--- src/rtl/toggle_hs_pkg.sv ---
// Shared types and default sizes for the toggle handshake receiver and its
// matching transmitter.
//   hs_state_e      : receiver state (IDLE waits for a request, HOLD presents a word)
//   HS_DW           : default payload width
//   HS_SYNC_STAGES  : default synchroniser depth (legal 2..4)
//   HS_CNT_W        : default transfer counter width
package toggle_hs_pkg;

    localparam int unsigned HS_DW          = 32;
    localparam int unsigned HS_SYNC_STAGES = 2;
    localparam int unsigned HS_CNT_W       = 16;

    typedef enum logic [0:0] {
        IDLE = 1'b0,
        HOLD = 1'b1
    } hs_state_e;

endpackage : toggle_hs_pkg

--- src/rtl/synch_ffn.sv ---
// N-stage single-bit synchroniser for a level/toggle crossing into clk.
//   clk     : destination clock
//   reset_n : asynchronous active-low reset, clears every stage to 0
//   d       : asynchronous input bit
//   q       : synchronised copy, STAGES clk edges behind d
module synch_ffn #(
    parameter int unsigned STAGES = 2
) (
    input  logic clk,
    input  logic reset_n,
    input  logic d,
    output logic q
);

    logic [STAGES-1:0] sync_ff;

    // Plain shift chain; the first flop is the only one allowed to go metastable.
    always_ff @(posedge clk or negedge reset_n) begin
        if (!reset_n) begin
            sync_ff <= '0;
        end else begin
            sync_ff <= {sync_ff[STAGES-2:0], d};
        end
    end

    assign q = sync_ff[STAGES-1];

endmodule : synch_ffn

--- src/rtl/toggle_hs_rx.sv ---
// Receiving end of a 2-phase toggle req/ack handshake. A toggle on req_tgl
// announces a new req_data word from the sender domain; the word is captured
// into dout_data, offered on a valid/ready interface, and ack_tgl toggles on
// the edge the local consumer takes it.
//   clk        : local clock
//   reset_n    : asynchronous active-low reset
//   req_tgl    : request toggle from the sender domain (asynchronous)
//   req_data   : payload, held stable by the sender until the matching ack
//   ack_tgl    : acknowledge toggle back to the sender (registered)
//   dout_valid : captured word available
//   dout_ready : consumer accepts the word
//   dout_data  : captured word (registered)
//   proto_err  : sticky flag, sender toggled again before being acknowledged
//   xfer_cnt   : completed transfer count, wraps silently
module toggle_hs_rx
    import toggle_hs_pkg::*;
#(
    parameter int unsigned DW          = HS_DW,
    parameter int unsigned SYNC_STAGES = HS_SYNC_STAGES,
    parameter int unsigned CNT_W       = HS_CNT_W
) (
    input  logic             clk,
    input  logic             reset_n,
    input  logic             req_tgl,
    input  logic [DW-1:0]    req_data,
    output logic             ack_tgl,
    output logic             dout_valid,
    input  logic             dout_ready,
    output logic [DW-1:0]    dout_data,
    output logic             proto_err,
    output logic [CNT_W-1:0] xfer_cnt
);

    hs_state_e state;
    logic      req_s;
    logic      req_seen;
    logic      new_req_c;

    // Bring the request toggle into the local domain.
    synch_ffn #(
        .STAGES (SYNC_STAGES)
    ) u_req_sync (
        .clk     (clk),
        .reset_n (reset_n),
        .d       (req_tgl),
        .q       (req_s)
    );

    // A request is pending whenever the synchronised toggle differs from the
    // last toggle value we consumed.
    assign new_req_c = req_s ^ req_seen;

    // Handshake FSM; every output is a flop updated here.
    always_ff @(posedge clk or negedge reset_n) begin
        if (!reset_n) begin
            state      <= IDLE;
            req_seen   <= 1'b0;
            ack_tgl    <= 1'b0;
            dout_valid <= 1'b0;
            dout_data  <= '0;
            proto_err  <= 1'b0;
            xfer_cnt   <= '0;
        end else begin
            case (state)
                IDLE: begin
                    // req_data is only guaranteed stable here, so it is sampled once.
                    if (new_req_c) begin
                        dout_data  <= req_data;
                        req_seen   <= req_s;
                        dout_valid <= 1'b1;
                        state      <= HOLD;
                    end
                end
                HOLD: begin
                    // Sender toggled again before our ack: record it, keep the
                    // held word; the newer request is picked up from IDLE.
                    if (new_req_c) begin
                        proto_err <= 1'b1;
                    end
                    if (dout_ready) begin
                        ack_tgl    <= ~ack_tgl;
                        dout_valid <= 1'b0;
                        xfer_cnt   <= xfer_cnt + CNT_W'(1);
                        state      <= IDLE;
                    end
                end
                default: begin
                    state <= IDLE;
                end
            endcase
        end
    end

endmodule : toggle_hs_rx

--- config.mk ---
export PLATFORM = sky130hd
export DESIGN_NAME = toggle_hs_rx
export DESIGN_NICKNAME = d
export VERILOG_FILES = /design/src/rtl/toggle_hs_pkg.sv /design/src/rtl/synch_ffn.sv /design/src/rtl/toggle_hs_rx.sv
export SDC_FILE = /design/constraint.sdc
export NUM_CORES = 1
export LEC_CHECK = 0
export ABC_AREA = 1
export CAP_MARGIN = 5
export CORE_UTILIZATION = 44
export CTS_CLUSTER_SIZE = 30
export DETAILED_ROUTE_END_ITERATION = 6
export GPL_ROUTABILITY_DRIVEN = 0
export GPL_TIMING_DRIVEN = 0
export PLACE_DENSITY = 0.76
export SYNTH_ARGS = -nofsm -noshare
export SYNTH_HDL_FRONTEND = slang
export SYNTH_HIERARCHICAL = 1
export SYNTH_SLANG_ARGS = --single-unit
export TNS_END_PERCENT = 20
--- constraint.sdc ---
create_clock -name clk -period 1.55 [get_ports clk]
set_input_delay 0.2325 -clock clk [delete_from_list [all_inputs] [get_ports clk]]
set_output_delay 0.2325 -clock clk [all_outputs]
set_load 0.01 [all_outputs]
==> key figures <==
Floorplan
  – # IOs: 87
  – CORE AREA: 5140 um^2
  – Initial core utilization: 46.1%
  – Rows: 26
  – Die Wd: 75.4 um
  – Die height: 75.4 um
  – Die footprint: 5690 um^2

Global route
  – GR Util All Layers: 19.6%
  – Initial antenna violation count: 0
  – Gr ovfl total: 0
  – Global-route wire length before repair: 8280 um
  – Largest net degree at the start of global routing: 36
  – Vias in the first global route: 1822

Timing
  – Max-slew violations: 0
  – RSZ-0062 raised after global routing: false
  – Fin Clk Skew: 0.00374 ns
  – Least-Margin Pin Slew: 0.490 ns
  – Slew Limit Headroom: 67.3%
  – Final min period: 1.50 ns
  – Final Hold Vio Count: 0
  – Setup ws final: 0.0505 ns
  – Final Setup Violations: 0
  – Final Cycle Share: 96.7%
  – Fmax: 667 MHz

CTS
  – Worst-Skew Late Latency: 0.31 ns
  – CTS buffer count: 5
  – Reg clk slew, reported paths: 0.09 ns
  – Max clock buf depth: 2
  – Htree depth: 2
  – CTS tree: built
  – Clock sink count: 55
  – Clk root buf: clkbuf_8

Yosys
  – Share of the synthesized area in the top cell type: 58.0%
  – Post-synthesis xor/xnor area fraction: 4.06%
  – Multiplexer share of the synthesized area: 0%
  – Area leader, netlist: dfrtp_1
  – Synth Net Count: 301
  – Post-synthesis sequential area ratio: 58.0%
  – Cells after Synth: 264
  – Combinational family with the most area after synthesis: simple AND/OR/NAND/NOR gates
  – Adder-Cell Fraction of Synth Area: 0.528%
  – Simple-gate share of the synthesized area: 18.6%
  – Top post-synthesis cells by area: dfrtp_1, nand2_1, inv_1
  – Compound-gate portion of the synthesized area: 7.55%
  – Cell Area, Synth: 2370 um^2
  – Post-synthesis register bit count: 55
  – Syn_area_per_cell: 8.98 um^2
  – Yosys cell types: 25
  – Yosys Warn Count: 6

Worst setup path
  – Crit path DAT: 1.27 ns
  – CP peak stage delay: 0.56 ns
  – Worst Setup End Kind: output port
  – CP top delay family: buffers and inverters
  – CP Max Fanout: 4
  – Worst-path cell chain: clkdlybuf4s50_1
  – CP startpoint kind: flop
  – WS Path Type: flop to output port
  – CP required: 1.32 ns
  – Worst path buffer plus inverter count: 1
  – Slowest CP cell: clkdlybuf4s50_1

Pwr
  – Cell Int Power: 0.00371 W
  – Leak: 1.81 nW
  – Clk pwr share: 14.1%
  – Max IR drop VDD: 902 uV
  – PwrDens: 1630 nW/um^2
  – Net Sw Frac: 34.6%
  – Comb power frac: 44.9%
  – Seq pwr share: 41.0%
  – Sw power: 0.00196 W

Route
  – Pre-antenna DRT Iters: 4
  – Avg WL per Cell: 12.2 um
  – Residual DRC: 0
  – Via count: 1986
  – Post-DRT Antenna Nets: 0
  – Initial DRC Count: 95
  – Detailed-route wire length: 5260 um
  – Vias per cell: 4.60

Cells and area
  – Layout area overhead: 46.7%
  – Layout cells sized above 1: 7.73%
  – Multi-input logic area: 732 um^2
  – Nets@finish: 399
  – Fin util: 67.7%
  – Fillers: 448
  – FF+latch area: 1380 um^2
  – N_diodes: 0

Run
  – Number of max-cap violations: 0

Outcome
  – Outcome: complete, no violations

Min path
  – HP Class: input pin to flop

Place
  – DP HPWL: 3930 um
  – Pre-CTS WS: -0.0332 ns
  – IO buf count: 86
## sequential cells by signal (all words and copies together), names as in the netlist
| signal | flops |
|---|---|
| proto_err | 1 |
| dout_data | 32 |
| state | 1 |
| req_seen | 1 |
| u_req_sync/sync_ff | 2 |
| xfer_cnt | 16 |
| dout_valid | 1 |
| ack_tgl | 1 |
## cell families after synthesis
family	count (synthesis)
flops	55
buf+inv	61
xor+xnor	11
simple gates	101
fa+ha+maj	1
compound gates	35
## final timing paths
kind | end | start | cells past startpoint | slack (ns)
setup reg to reg | xfer_cnt[14] | xfer_cnt[1] | 8 | 0.15
hold reg to reg | u_req_sync/sync_ff[1] | u_req_sync/sync_ff[0] | 0 | 0.36
min in group asynchronous | xfer_cnt[2] | reset_n | 2 | 0.41
hold / removal | u_req_sync/sync_ff[0] | req_tgl | 1 | 0.35
setup / recovery | xfer_cnt[9] | xfer_cnt[9] | 1 | 0.05
max in group asynchronous | xfer_cnt[3] | reset_n | 3 | 0.59
## synth_stat cells
cell type / count
xnor2_1: 4
clkinv_2: 1
o21ai_0: 32
xor2_1: 7
a31o_2: 1
clkbuf_2: 1
a21oi_1: 1
ha_1: 1
nand3_2: 1
o21ai_1: 1
nor3_2: 1
nand2_1: 67
dfrtp_1: 55
clkbuf_1: 1
nand4_1: 5
buf_4: 1
nor2_1: 14
buf_6: 4
nor2_2: 2
or2_1: 1
nor3_1: 2
nand2_4: 1
nor3_4: 1
nand3_1: 6
inv_1: 53
## stage by stage
step	power [W]	hold slack, ns	area [um^2]	setup TNS (ns)	cells
finish	0.00566	0.354	3480	0	432
global route	0.00606	0.369	3480	0	432
CTS	0.00570	0.350	3440	0	430
detailed placement	0.00489	0.227	3330	-0.0770	421
global placement	0.00480	0.336	3320	-77.78	420
floorplan	0.00347	-0.0631	2370	0	264
## power by group through the flow
stage	sequential, W	clock (W)	combinational (W)
final	0.00232	0.000796	0.00254
after global routing	0.00239	0.000871	0.00280
after CTS	0.00233	0.000818	0.00255
after detailed placement	0.00236	0	0.00253
after global placement	0.00233	0	0.00247
after floorplan	0.00256	0	0.000903
## final cells by class
class                           instances  area share [%]
Inverter                               54            5.86
Clock buffer                            6            2.37
Clock inverter                          1           0.144
Sequential cell                        55            39.6
Timing Repair Buffer                   91            26.7
Tap cell                               70            2.52
Multi-Input combinational cell        148            21.0
Buffer                                  7            1.76
## cell usage in the layout, fill, tap and decap left out, types with 5 or more instances in the layout
cell             netlist  routed
clkbuf_8               0       6
clkdlybuf4s50_1        0      77
dfrtp_1               55      54
dlymetal6s2s_1         0       8
inv_1                 53      53
nand2_1               67      67
nand3_1                6       6
nand4_1                5       5
nor2_1                14      14
o21ai_0               32      32
xor2_1                 7       7
## per-layer routing
metal | global-route usage (%) | wire [um] | vias to the layer above
met2 | 33.6 | 2630 | 62
met3 | 4.76 | 285 | 4
li1 | - | - | 1000
met1 | 24.2 | 2280 | 920
met5 | 0 | 0 | -
met4 | 6.79 | 60 | 0
## repair_timing
| action | CTS | global route |
|---|---|---|
| endpoints found under the setup margin | 1 | 11 |
| resized for setup | 0 | 10 |
| pin swaps | 0 | 0 |
| hold buffers | 1 | 0 |
| endpoints found under the hold margin | 20 | 0 |
| setup buffers | 1 | 2 |
No activity file was read; power rests on OpenSTA's default activity.
